==> src/rtl/demux1_2_reg.sv <==
// -----------------------------------------------------------------------------
// demux1_2_reg
// Registered 1-to-2 demultiplexer with valid/ready handshake. Each input word
// is steered by in_sel into a one-entry holding register on port 0 or port 1.
// The two ports are independent, so a stalled port never blocks the other.
//
// Parameters
//   N      data width in bits
//   CNT_W  width of the per-port transfer counters (DEMUX_CNT_EN only)
//
// Ports
//   clk, rst_n                  clock, asynchronous active-low reset
//   in_valid/in_ready/in_data   input handshake and word
//   in_sel                      destination port (0 or 1), sampled with in_data
//   out0_valid/ready/data       port 0 holding register and handshake
//   out1_valid/ready/data       port 1 holding register and handshake
//   xfer_cnt0/xfer_cnt1         completed-transfer counts (DEMUX_CNT_EN only)
//
// Build option
//   DEMUX_CNT_EN  when defined, adds the per-port transfer counters and ports.
// -----------------------------------------------------------------------------
module demux1_2_reg #(
  parameter int N     = 16,
  parameter int CNT_W = 8
) (
  input  logic             clk,
  input  logic             rst_n,
  input  logic             in_valid,
  output logic             in_ready,
  input  logic [N-1:0]     in_data,
  input  logic             in_sel,
  output logic             out0_valid,
  input  logic             out0_ready,
  output logic [N-1:0]     out0_data,
  output logic             out1_valid,
  input  logic             out1_ready,
  output logic [N-1:0]     out1_data
`ifdef DEMUX_CNT_EN
  ,
  output logic [CNT_W-1:0] xfer_cnt0,
  output logic [CNT_W-1:0] xfer_cnt1
`endif
);

  typedef enum logic {
    EMPTY = 1'b0,
    FULL  = 1'b1
  } port_state_e;

  port_state_e  state_q [2];
  port_state_e  state_d [2];
  logic [N-1:0] data_q  [2];
  logic [N-1:0] data_d  [2];

  logic [1:0] out_ready;
  logic [1:0] sel_oh;
  logic [1:0] drain;
  logic       accept;

  assign out_ready = {out1_ready, out0_ready};
  assign sel_oh    = {in_sel, ~in_sel};

  // in_ready depends only on the selected port's state and consumer ready,
  // never on in_valid.
  always_comb begin
    in_ready = 1'b0;
    for (int unsigned k = 0; k < 2; k++) begin
      if (sel_oh[k]) begin
        in_ready = (state_q[k] == EMPTY) | out_ready[k];
      end
    end
  end

  assign accept = in_valid & in_ready;

  always_comb begin
    for (int unsigned k = 0; k < 2; k++) begin
      state_d[k] = state_q[k];
      data_d[k]  = data_q[k];
      drain[k]   = (state_q[k] == FULL) & out_ready[k];
      // Accept takes priority over drain: a same-cycle drain and reload
      // leaves the port FULL with the new word.
      if (accept & sel_oh[k]) begin
        state_d[k] = FULL;
        data_d[k]  = in_data;
      end else if (drain[k]) begin
        state_d[k] = EMPTY;
      end
    end
  end

  always_ff @(posedge clk or negedge rst_n) begin
    if (!rst_n) begin
      state_q[0] <= EMPTY;
      state_q[1] <= EMPTY;
      data_q[0]  <= '0;
      data_q[1]  <= '0;
    end else begin
      state_q <= state_d;
      data_q  <= data_d;
    end
  end

  assign out0_valid = (state_q[0] == FULL);
  assign out1_valid = (state_q[1] == FULL);
  assign out0_data  = data_q[0];
  assign out1_data  = data_q[1];

`ifdef DEMUX_CNT_EN
  logic [CNT_W-1:0] cnt_q [2];
  logic [CNT_W-1:0] cnt_d [2];

  always_comb begin
    for (int unsigned k = 0; k < 2; k++) begin
      cnt_d[k] = cnt_q[k];
      if (drain[k]) begin
        cnt_d[k] = cnt_q[k] + CNT_W'(1);
      end
    end
  end

  always_ff @(posedge clk or negedge rst_n) begin
    if (!rst_n) begin
      cnt_q[0] <= '0;
      cnt_q[1] <= '0;
    end else begin
      cnt_q <= cnt_d;
    end
  end

  assign xfer_cnt0 = cnt_q[0];
  assign xfer_cnt1 = cnt_q[1];
`endif

endmodule

==> config.mk <==
export PLATFORM = sky130hd
export DESIGN_NAME = demux1_2_reg
export DESIGN_NICKNAME = d
export VERILOG_FILES = /design/src/rtl/demux1_2_reg.sv
export SDC_FILE = /design/constraint.sdc
export NUM_CORES = 1
export LEC_CHECK = 0
export BUFFER_PORTS_ARGS = -buffer_cell sky130_fd_sc_hd__buf_2
export CORE_UTILIZATION = 46
export DETAILED_ROUTE_END_ITERATION = 6
export GPL_TIMING_DRIVEN = 0
export PLACE_DENSITY = 0.88
export SLEW_MARGIN = 20
export SYNTH_ARGS = -nofsm -noshare
export SYNTH_HDL_FRONTEND = slang
export SYNTH_SLANG_ARGS = --single-unit
==> constraint.sdc <==
create_clock -name clk -period 1.5 [get_ports clk]
set_input_delay 0.075 -clock clk [delete_from_list [all_inputs] [get_ports clk]]
set_output_delay 0.075 -clock clk [all_outputs]
set_load 0.02 [all_outputs]
==> results.toml, run 1 <==
[clock_tree]
clock_latency_ns = 0.33
h-tree-depth = 2
cts_root_buf = "clkbuf_4"
clk_path_buf_depth = 2
cts.repair.resized = 0
numCtsBuffers = 5
path_clk_slew_ns = 0.09
clock_sinks = 34
ctsHoldBuffers = 17
cts_tree = "yes"
postCtsSetupRepairBufs = 0

[die]
num_io_pins = 57
fp.dieArea_sq_mm = 0.00319
initial_utilization_pct = 49.1
std_cell_rows = 19
die_w_um = 56.5
core_sq_mm = 0.00278
dieHeight_um = 56.5

[final_layout]
num-nets-final = 180
fin_area_sq_mm = 0.00191
antenna_cells = 0
final_cells = 190
fillers = 202
drive_above_1_share_pct = 64.2
area_delta_synth_final_pct = 40.2
final_common_cell = "buf_2"
final_cell_mix = "buf_2, dfrtp_1, mux2_2"

[power]
leakagePower_nw = 0.949
power.density_mw_per_mm2 = 1250
irDropWorstVdd_uv = 901

[timing]
fmax_mhz = 730
setup_tns_ns = 0
worst_slack_ns = 0.131
finalClockSkew_ns = 0.0131
slew_violations = 0
hold_viol = 0
whs_ns = 0.0168
tightestPinTransition_ns = 0.747
setup_viol = 0
period_share_pct = 91.3
fin_crit_ns = 1.37
slew_headroom_pct = 50.2
grt_setup_unrepaired = "no"

[placed_design]
portBuffers = 56
place_inst = 165
place.gp.congestion = 0.688
placed_area_sq_mm = 0.00168
dpl_worst_slack_ns = 0.134
dp_hpwl_um = 1860

[grt]
first_global_vias = 1002
grt_overflow = 0
grt_max_degree = 35
grt_pass1_wl_um = 4440
antenna_found_initial = 0
grt_util_all_layers_pct = 18.7

[synthesis]
seq_area_frac_synth_pct = 62.3
avgSynthCellArea_sq_um = 17.5
synth_fp_nets = 100
postSynthCellCount = 78
yosys_warnings = 0
syn_area_sq_mm = 0.00137
ys_types = 15
ys_top_cells_by_area = "dfrtp_1, mux2_2, mux2_4, buf_12, nand3b_4"
synth_top_area_share_pct = 62.3
ys_seq_elements = 34
yosysTopAreaCell = "dfrtp_1"

[setup_path]
startpoint_type = "register"
reg2reg_depth = 4
critPathLaunch = "out1_valid$_DFFE_PN0P_"
reg2reg_to = "out1_data[6]$_DFFE_PN0P_"
r2r_setup_slack_ns = 0.13
crit_path_end = "out1_data[6]$_DFFE_PN0P_"
cp_max_fo = 10
timing.rr.start = "out1_valid$_DFFE_PN0P_"
endpoint_kind = "register"
worstPathRequired_ns = 1.71
arrival_ns = 1.58
path_class = "reg2reg"

[drt]
drtIter0Drc = 14
num_vias = 920
drt-total-wl_um = 2760
viasPerCell = 4.84
drcViolationCount = 0
dr.pass1.iters = 4
wl_per_cell_um = 14.5
ant_nets = 0

[hold_path]
hp-class = "in2reg"

[run_status]
outcome = "finished clean"

[job]
cap_viol_max_count = 0
-- report_power, final --
part	leakage (nW)	total, mW	internal, mW	switching, mW
sequential	0.400	1.16	1.08	0.0806
clock	0.0353	0.521	0.227	0.294
combinational	0.513	0.717	0.334	0.384
total	0.949	2.40	1.64	0.758
-- area by class of cell --
type	count	area, sq um	share of cell area, %
clock inverter	1	5.00	0.261
buffer	2	31.3	1.63
timing repair buffer	73	450	23.5
tap	31	38.8	2.03
sequential	34	851	44.4
multi-input combinational	41	479	25.0
inverter	1	3.75	0.196
clock buffer	7	55.1	2.88
-- worst min-delay path by stage --
stage               slack [ns]                       end  cells past startpoint  startpoint
floorplan                -0.22  out0_data[0]$_DFFE_PN0P_                      0       rst_n
global placement          0.16  out1_data[4]$_DFFE_PN0P_                      1       rst_n
detailed placement        0.17  out1_data[3]$_DFFE_PN0P_                      1       rst_n
CTS                      0.002    out0_valid$_DFFE_PN0P_                      2      in_sel
global route              0.02    out0_valid$_DFFE_PN0P_                      2      in_sel
finish                    0.02    out0_valid$_DFFE_PN0P_                      2      in_sel
-- through the flow --
stage | power [mW] | utilization [%]
global placement | 1.84 | 60.5
global route | 2.50 | 68.8
detailed placement | 1.86 | 60.5
finish | 2.40 | 68.8
floorplan | 1.60 | -
CTS | 2.41 | 68.8
-- routing by layer --
layer / vias to the layer above / wire, um / track usage, %
met5: - / 0 / 0
met2: 30 / 1460 / 30.9
met3: 7 / 112 / 4.38
met1: 453 / 1140 / 22.9
met4: 0 / 49 / 9.06
li1: 430 / - / -
-- sequential cells by signal, summed over array words and instances, names as in the netlist --
name and count:
out1_valid 1, out0_valid 1, out0_data 16, out1_data 16
-- cell families after synthesis --
logic type,share of synthesized area (%)
flops,62.3
mux,29.1
buf+inv,2.57
compound gates,0.733
simple gates,5.22
-- worst max-delay path, stage by stage (launching register included) --
cell and delay [ns]:
dfrtp_1 0.39, nor2b_4 0.14, nor2_4 0.24, buf_12 0.19, mux2_4 0.31
-- synth_stat cells --
| cell | count |
|---|---|
| a21oi_1 | 1 |
| buf_12 | 1 |
| buf_6 | 1 |
| dfrtp_1 | 34 |
| inv_1 | 1 |
| mux2_2 | 22 |
| mux2_4 | 10 |
| nand2_2 | 1 |
| nand2b_2 | 1 |
| nand3b_4 | 1 |
| nor2_1 | 1 |
| nor2_4 | 1 |
| nor2b_4 | 1 |
| o21ai_0 | 1 |
| or2b_1 | 1 |
Power figures use the tool's default switching activity.
==> run 2: changes to the inputs <==
--- a/config.mk
+++ b/config.mk
@@ -5,11 +5,12 @@
 export SDC_FILE = /design/constraint.sdc
 export NUM_CORES = 1
 export LEC_CHECK = 0
+export ABC_AREA = 1
 export BUFFER_PORTS_ARGS = -buffer_cell sky130_fd_sc_hd__buf_2
-export CORE_UTILIZATION = 46
+export CORE_UTILIZATION = 47
 export DETAILED_ROUTE_END_ITERATION = 6
 export GPL_TIMING_DRIVEN = 0
-export PLACE_DENSITY = 0.88
+export PLACE_DENSITY = 0.89
 export SLEW_MARGIN = 20
 export SYNTH_ARGS = -nofsm -noshare
 export SYNTH_HDL_FRONTEND = slang
==> run 2 against run 1 <==
The run now ends with DRC left. Clock power down 2%. Power fell by 5.2%. Utilization fell by 4.1 points. Die area is 4.3% higher. First-iteration DRC count rose to 4.6 times the previous value. Cell area down 3.5%. Routed wire length rose by 17%. Critical endpoint is now in_ready. Largest cell class unchanged.
==> results.toml, run 2 <==
[run_status]
outcome = "complete, but fails checks"
violations = "DRC"

[synthesis]
postSynthCellCount = 153
yosysTopAreaCell = "dfrtp_1"
synth_fa_ha_area_share_pct = 0
synth_xor_area_share_pct = 0
synth_top_area_share_pct = 58.4
synth-simple-area-share_pct = 35.1
synthTopCellsByCount = "nand2_1, dfrtp_1, nand4_1"
async_flop_share_pct = 100
synth_edf_count = 0
syn_area_sq_mm = 0.00146
synth_fp_nets = 175
ys_seq_elements = 34
avgSynthCellArea_sq_um = 9.53
yosys_warnings = 0
seq_area_frac_synth_pct = 58.4
ys_top_cells_by_area = "dfrtp_1, nand2_1, nand4_1, buf_2, nand3_4"
synth_compound_area_share_pct = 0
synth_top_family_by_area = "simple AND/OR/NAND/NOR gates"
synth.most_common_cell = "nand2_1"
synth_ff_type = "dfrtp_1"
synthMuxAreaShare_pct = 0
ys_types = 11

[die]
num_io_pins = 57
initial_utilization_pct = 51.1
dieHeight_um = 57.7
std_cell_rows = 19
fp.dieArea_sq_mm = 0.00333
die_w_um = 57.7
core_sq_mm = 0.00285

[clock_tree]
clk_path_buf_depth = 2
h-tree-depth = 2
clock_latency_ns = 0.33
path_clk_slew_ns = 0.10
cts_root_buf = "clkbuf_4"
cts.repair.resized = 0
numCtsBuffers = 5
cts_tree = "yes"
clock_sinks = 34

[drt]
viasPerCell = 5.27
ant_nets = 0
num_vias = 1301
drtIter0Drc = 65
drt-total-wl_um = 3230
dr.pass1.iters = 6
wl_per_cell_um = 13.1
drcViolationCount = 7

[grt]
antenna_found_initial = 0
grt_overflow = 0
grt_util_all_layers_pct = 21.1
grt_max_degree = 35
grt_pass1_wl_um = 5260
first_global_vias = 1183

[timing]
fmax_mhz = 722
hold_viol = 0
grt_setup_unrepaired = "no"
period_share_pct = 92.3
setup_viol = 0
slew_violations = 0
setup_tns_ns = 0
tightestPinTransition_ns = 0.715
slew_headroom_pct = 52.3
fin_crit_ns = 1.38
worst_slack_ns = 0.115
finalClockSkew_ns = 0.00613

[setup_path]
crit_path_end = "in_ready"
cp_max_fo = 19
arrival_ns = 1.31
path_class = "reg2out"
endpoint_kind = "output pin"
reg2reg_to = "out0_data[1]$_DFFE_PN0P_"
reg2reg_depth = 5
critPathLaunch = "out0_valid$_DFFE_PN0P_"
timing.rr.start = "out0_valid$_DFFE_PN0P_"
startpoint_type = "register"
r2r_setup_slack_ns = 0.26
worstPathRequired_ns = 1.42

[power]
irDropWorstVdd_uv = 572
leakagePower_nw = 1.06
design_power_total_mw = 2.27
power.density_mw_per_mm2 = 1230

[final_layout]
drive_above_1_share_pct = 34.7
area_delta_synth_final_pct = 26.7
final_cell_mix = "nand2_1, buf_2, dfrtp_1"
final_common_cell = "nand2_1"
antenna_cells = 0
utilization_pct = 64.7
num-nets-final = 237

[job]
cap_viol_max_count = 0

[placed_design]
portBuffers = 54
place.gp.congestion = 0.779
dpl_worst_slack_ns = 0.370
dp_hpwl_um = 2420

[hold_path]
hp-class = "in2reg"
==> run 2: logic make-up after synthesis <==
| group | count (synthesis) |
|---|---|
| flops | 34 |
| simple gates | 105 |
| buf+inv | 14 |
==> run 2: per-stage QoR <==
stage,instances,hold slack [ns],area (sq um)
after floorplan,153,-0.221,1460
after global placement,238,0.157,1770
after detailed placement,238,0.171,1770
after CTS,248,0.00255,1850
after global routing,247,0.00484,1850
final,247,0.00583,1850
==> run 2: worst min-delay path by stage <==
stage / start / end / slack [ns] / cells after the start
2_1_floorplan: rst_n / out0_data[0]$_DFFE_PN0P_ / -0.22 / 0
3_5_place_dp: rst_n / out0_data[5]$_DFFE_PN0P_ / 0.17 / 1
6_report: in_data[2] / out0_data[2]$_DFFE_PN0P_ / 0.006 / 3
5_1_grt: in_data[13] / out0_data[13]$_DFFE_PN0P_ / 0.005 / 3
4_1_cts: in_data[2] / out0_data[2]$_DFFE_PN0P_ / 0.003 / 3
3_3_place_gp: rst_n / out0_data[5]$_DFFE_PN0P_ / 0.16 / 1
==> run 2: what timing repair did <==
action | CTS | global route
setup buffers | 0 | 0
hold buffers | 3 | 0
endpoints found under the hold margin | 36 | 0
setup endpoints to repair | 1 | 1
==> run 2: critical path, cell delays in order, from the launching register on <==
cell	delay [ns]
dfrtp_1	0.39
nand2_2	0.28
nand2_1	0.09
nand2_1	0.07
buf_2	0.15
==> run 2: power breakdown <==
group | switching, mW | total (mW) | internal (mW)
sequential | 0.0725 | 1.13 | 1.06
clock | 0.286 | 0.513 | 0.227
combinational | 0.419 | 0.627 | 0.209
==> run 2: layer usage <==
| metal | GRT usage (%) | share of wire, % | vias up |
|---|---|---|---|
| li1 | - | - | 642 |
| met1 | 27.8 | 45 | 595 |
| met2 | 32.9 | 46 | 57 |
| met3 | 3.79 | 7.1 | 7 |
| met4 | 12.6 | 2.3 | 0 |
| met5 | 0 | 0 | - |
==> run 2: area by class of cell <==
class                   instances  area, sq um
clock inverters                 1         5.00
clock buffers                   7         55.1
multi-input cells             105          512
inverters                       3         18.8
fillers                       223         1010
flip-flops and latches         34          851
well taps                      31         38.8
repair buffers                 57          300
plain buffers                   9         66.3
==> run 3: changes to the inputs <==
--- a/config.mk
+++ b/config.mk
@@ -10,6 +10,7 @@
 export CORE_UTILIZATION = 47
 export DETAILED_ROUTE_END_ITERATION = 6
 export GPL_TIMING_DRIVEN = 0
+export MAX_ROUTING_LAYER = met4
 export PLACE_DENSITY = 0.89
 export SLEW_MARGIN = 20
 export SYNTH_ARGS = -nofsm -noshare
==> run 3 against run 2 <==
The run still ends with DRC left. Non-clock buffer count stayed put. Sequential share of layout area stayed put. Global-route usage rose by 0.76 points. Sequential power about the same. Critical path depth stayed put. Register-to-register slack barely moved. Worst setup slack worse by 0.0025 ns. Routed wire length increased by 0.12%. Count of clock-buffer cells in the layout unchanged. Die area stayed put. Via count grew 1.7%. Fmax fell by 0.18%. Critical path type unchanged.
==> results.toml, run 3 (synthesized netlist as in run 2, its figures left out) <==
[power]
power.density_mw_per_mm2 = 1230
swShare_pct = 34.3
irDropWorstVdd_uv = 572
cell_internal_pwr_mw = 1.49
seq_power_share_pct = 49.8
pwr-share-clk_pct = 22.6
leakagePower_nw = 1.06
power_frac_comb_pct = 27.6
switching_power_mw = 0.778

[placed_design]
dp_hpwl_um = 2420
place.gp.congestion = 0.790
portBuffers = 54
place_inst = 238

[drt]
dr.pass1.iters = 6
wl_per_cell_um = 13.1
ant_nets = 0
viasPerCell = 5.36
drcViolationCount = 7
num_vias = 1323
drt-total-wl_um = 3240
drtIter0Drc = 59

[die]
die_w_um = 57.7
dieHeight_um = 57.7
std_cell_rows = 19
num_io_pins = 57
fp.dieArea_sq_mm = 0.00333
core_sq_mm = 0.00285
initial_utilization_pct = 51.1

[hold_path]
hp-start = "in_data[2]"
hp-class = "in2reg"

[timing]
fin_crit_ns = 1.39
whs_ns = 0.00619
period_share_pct = 92.5
tightestPinTransition_ns = 0.714
setup_tns_ns = 0
finalClockSkew_ns = 0.00614
setup_viol = 0
slew_violations = 0
fmax_mhz = 721
grt_setup_unrepaired = "no"
slew_headroom_pct = 52.4
hold_viol = 0

[final_layout]
antenna_cells = 0
num-nets-final = 237
final_cell_mix = "nand2_1, buf_2, dfrtp_1"
fillers = 223
drive_above_1_share_pct = 34.7
area_delta_synth_final_pct = 26.7
final_cells = 247
utilization_pct = 64.7
final_common_cell = "nand2_1"

[clock_tree]
clock_latency_ns = 0.33
cts_tree = "yes"
cts_root_buf = "clkbuf_4"
clock_sinks = 34
h-tree-depth = 2
clk_path_buf_depth = 2
path_clk_slew_ns = 0.10
numCtsBuffers = 5
postCtsSetupRepairBufs = 0

[setup_path]
cpMaxStageDelayCell = "dfrtp_1"
worstPathRequired_ns = 1.42
slowest_delay_ns = 0.39
endpoint_kind = "output pin"
critical_path.top_delay_family = "simple AND/OR/NAND/NOR gates"
cp_max_fo = 19
arrival_ns = 1.31
startpoint_type = "register"
timing.rr.start = "out0_valid$_DFFE_PN0P_"
path_class = "reg2out"
path_buf_inv = 1
cpMostUsedCell = "nand2_1"
critPathLaunch = "out0_valid$_DFFE_PN0P_"
path_cells = "nand2_2 > nand2_1 > nand2_1 > buf_2"

[grt]
first_global_vias = 1177
grt_pass1_wl_um = 5290
grt_overflow = 0
grt_max_degree = 35
grt_util_all_layers_pct = 21.9
antenna_found_initial = 0

[job]
cap_viol_max_count = 0

[run_status]
outcome = "complete, but fails checks"
violations = "DRC"
[run 3: cell counts in the layout (fill, tap and decap cells not counted)]
No cell type changed its count.
[run 3: worst register-to-register path, delay by kind of cell, from the launching register on]
kind	cells	cell delay, ns
simple gates	4	0.56
flops	1	0.39
buf+inv	1	0.18
[run 3: repair_timing]
item / 4_1_cts / 5_1_grt
hold endpoints to repair: 36 / 0
resized for setup: 0 / 0
endpoints found under the setup margin: 1 / 1
hold buffers: 3 / 0
[run 3: metal layers]
layer	up-vias	GRT usage [%]	wire, um
li1	645	-	-
met1	601	28.0	1420
met2	70	33.2	1500
met4	0	11.9	74
met5	-	-	0
met3	7	4.02	241
[run 3: power groups by stage]
stage	clock network [mW]	registers (mW)	logic (mW)
floorplan	0	1.33	0.199
global placement	0	1.14	0.615
detailed placement	0	1.15	0.627
CTS	0.527	1.13	0.634
global route	0.570	1.15	0.680
finish	0.514	1.13	0.627
[run 3: area by class of cell]
cell class                      count  area [sq um]  area share (%)
Buffer                              9          66.3            3.59
Clock buffer                        7          55.1            2.98
Clock inverter                      1          5.00           0.271
Inverter                            3          18.8            1.02
Multi-Input combinational cell    105           512            27.7
Sequential cell                    34           851            46.1
Tap cell                           31          38.8            2.10
Timing Repair Buffer               57           300            16.3
[run 3: worst paths after layout]
kind                                              to  slack, ns  cells after the start
setup reg to reg            out0_data[1]$_DFFE_PN0P_       0.26                      5
hold reg to reg            out1_data[14]$_DFFE_PN0P_       0.47                      2
min in group asynchronous   out0_data[4]$_DFFE_PN0P_       0.33                      2
max in group asynchronous   out1_data[3]$_DFFE_PN0P_       0.71                      2
hold / removal              out0_data[2]$_DFFE_PN0P_      0.006                      3
setup / recovery                            in_ready       0.11                      4
[run 3: metrics by stage]
step / setup slack, ns / power, mW / instance area (sq um)
5_1_grt: 0.00757 / 2.40 / 1850
3_3_place_gp: 0.381 / 1.76 / 1770
3_5_place_dp: 0.370 / 1.78 / 1770
2_1_floorplan: 0.380 / 1.53 / 1460
4_1_cts: 0.0284 / 2.29 / 1850
6_report: 0.113 / 2.27 / 1850
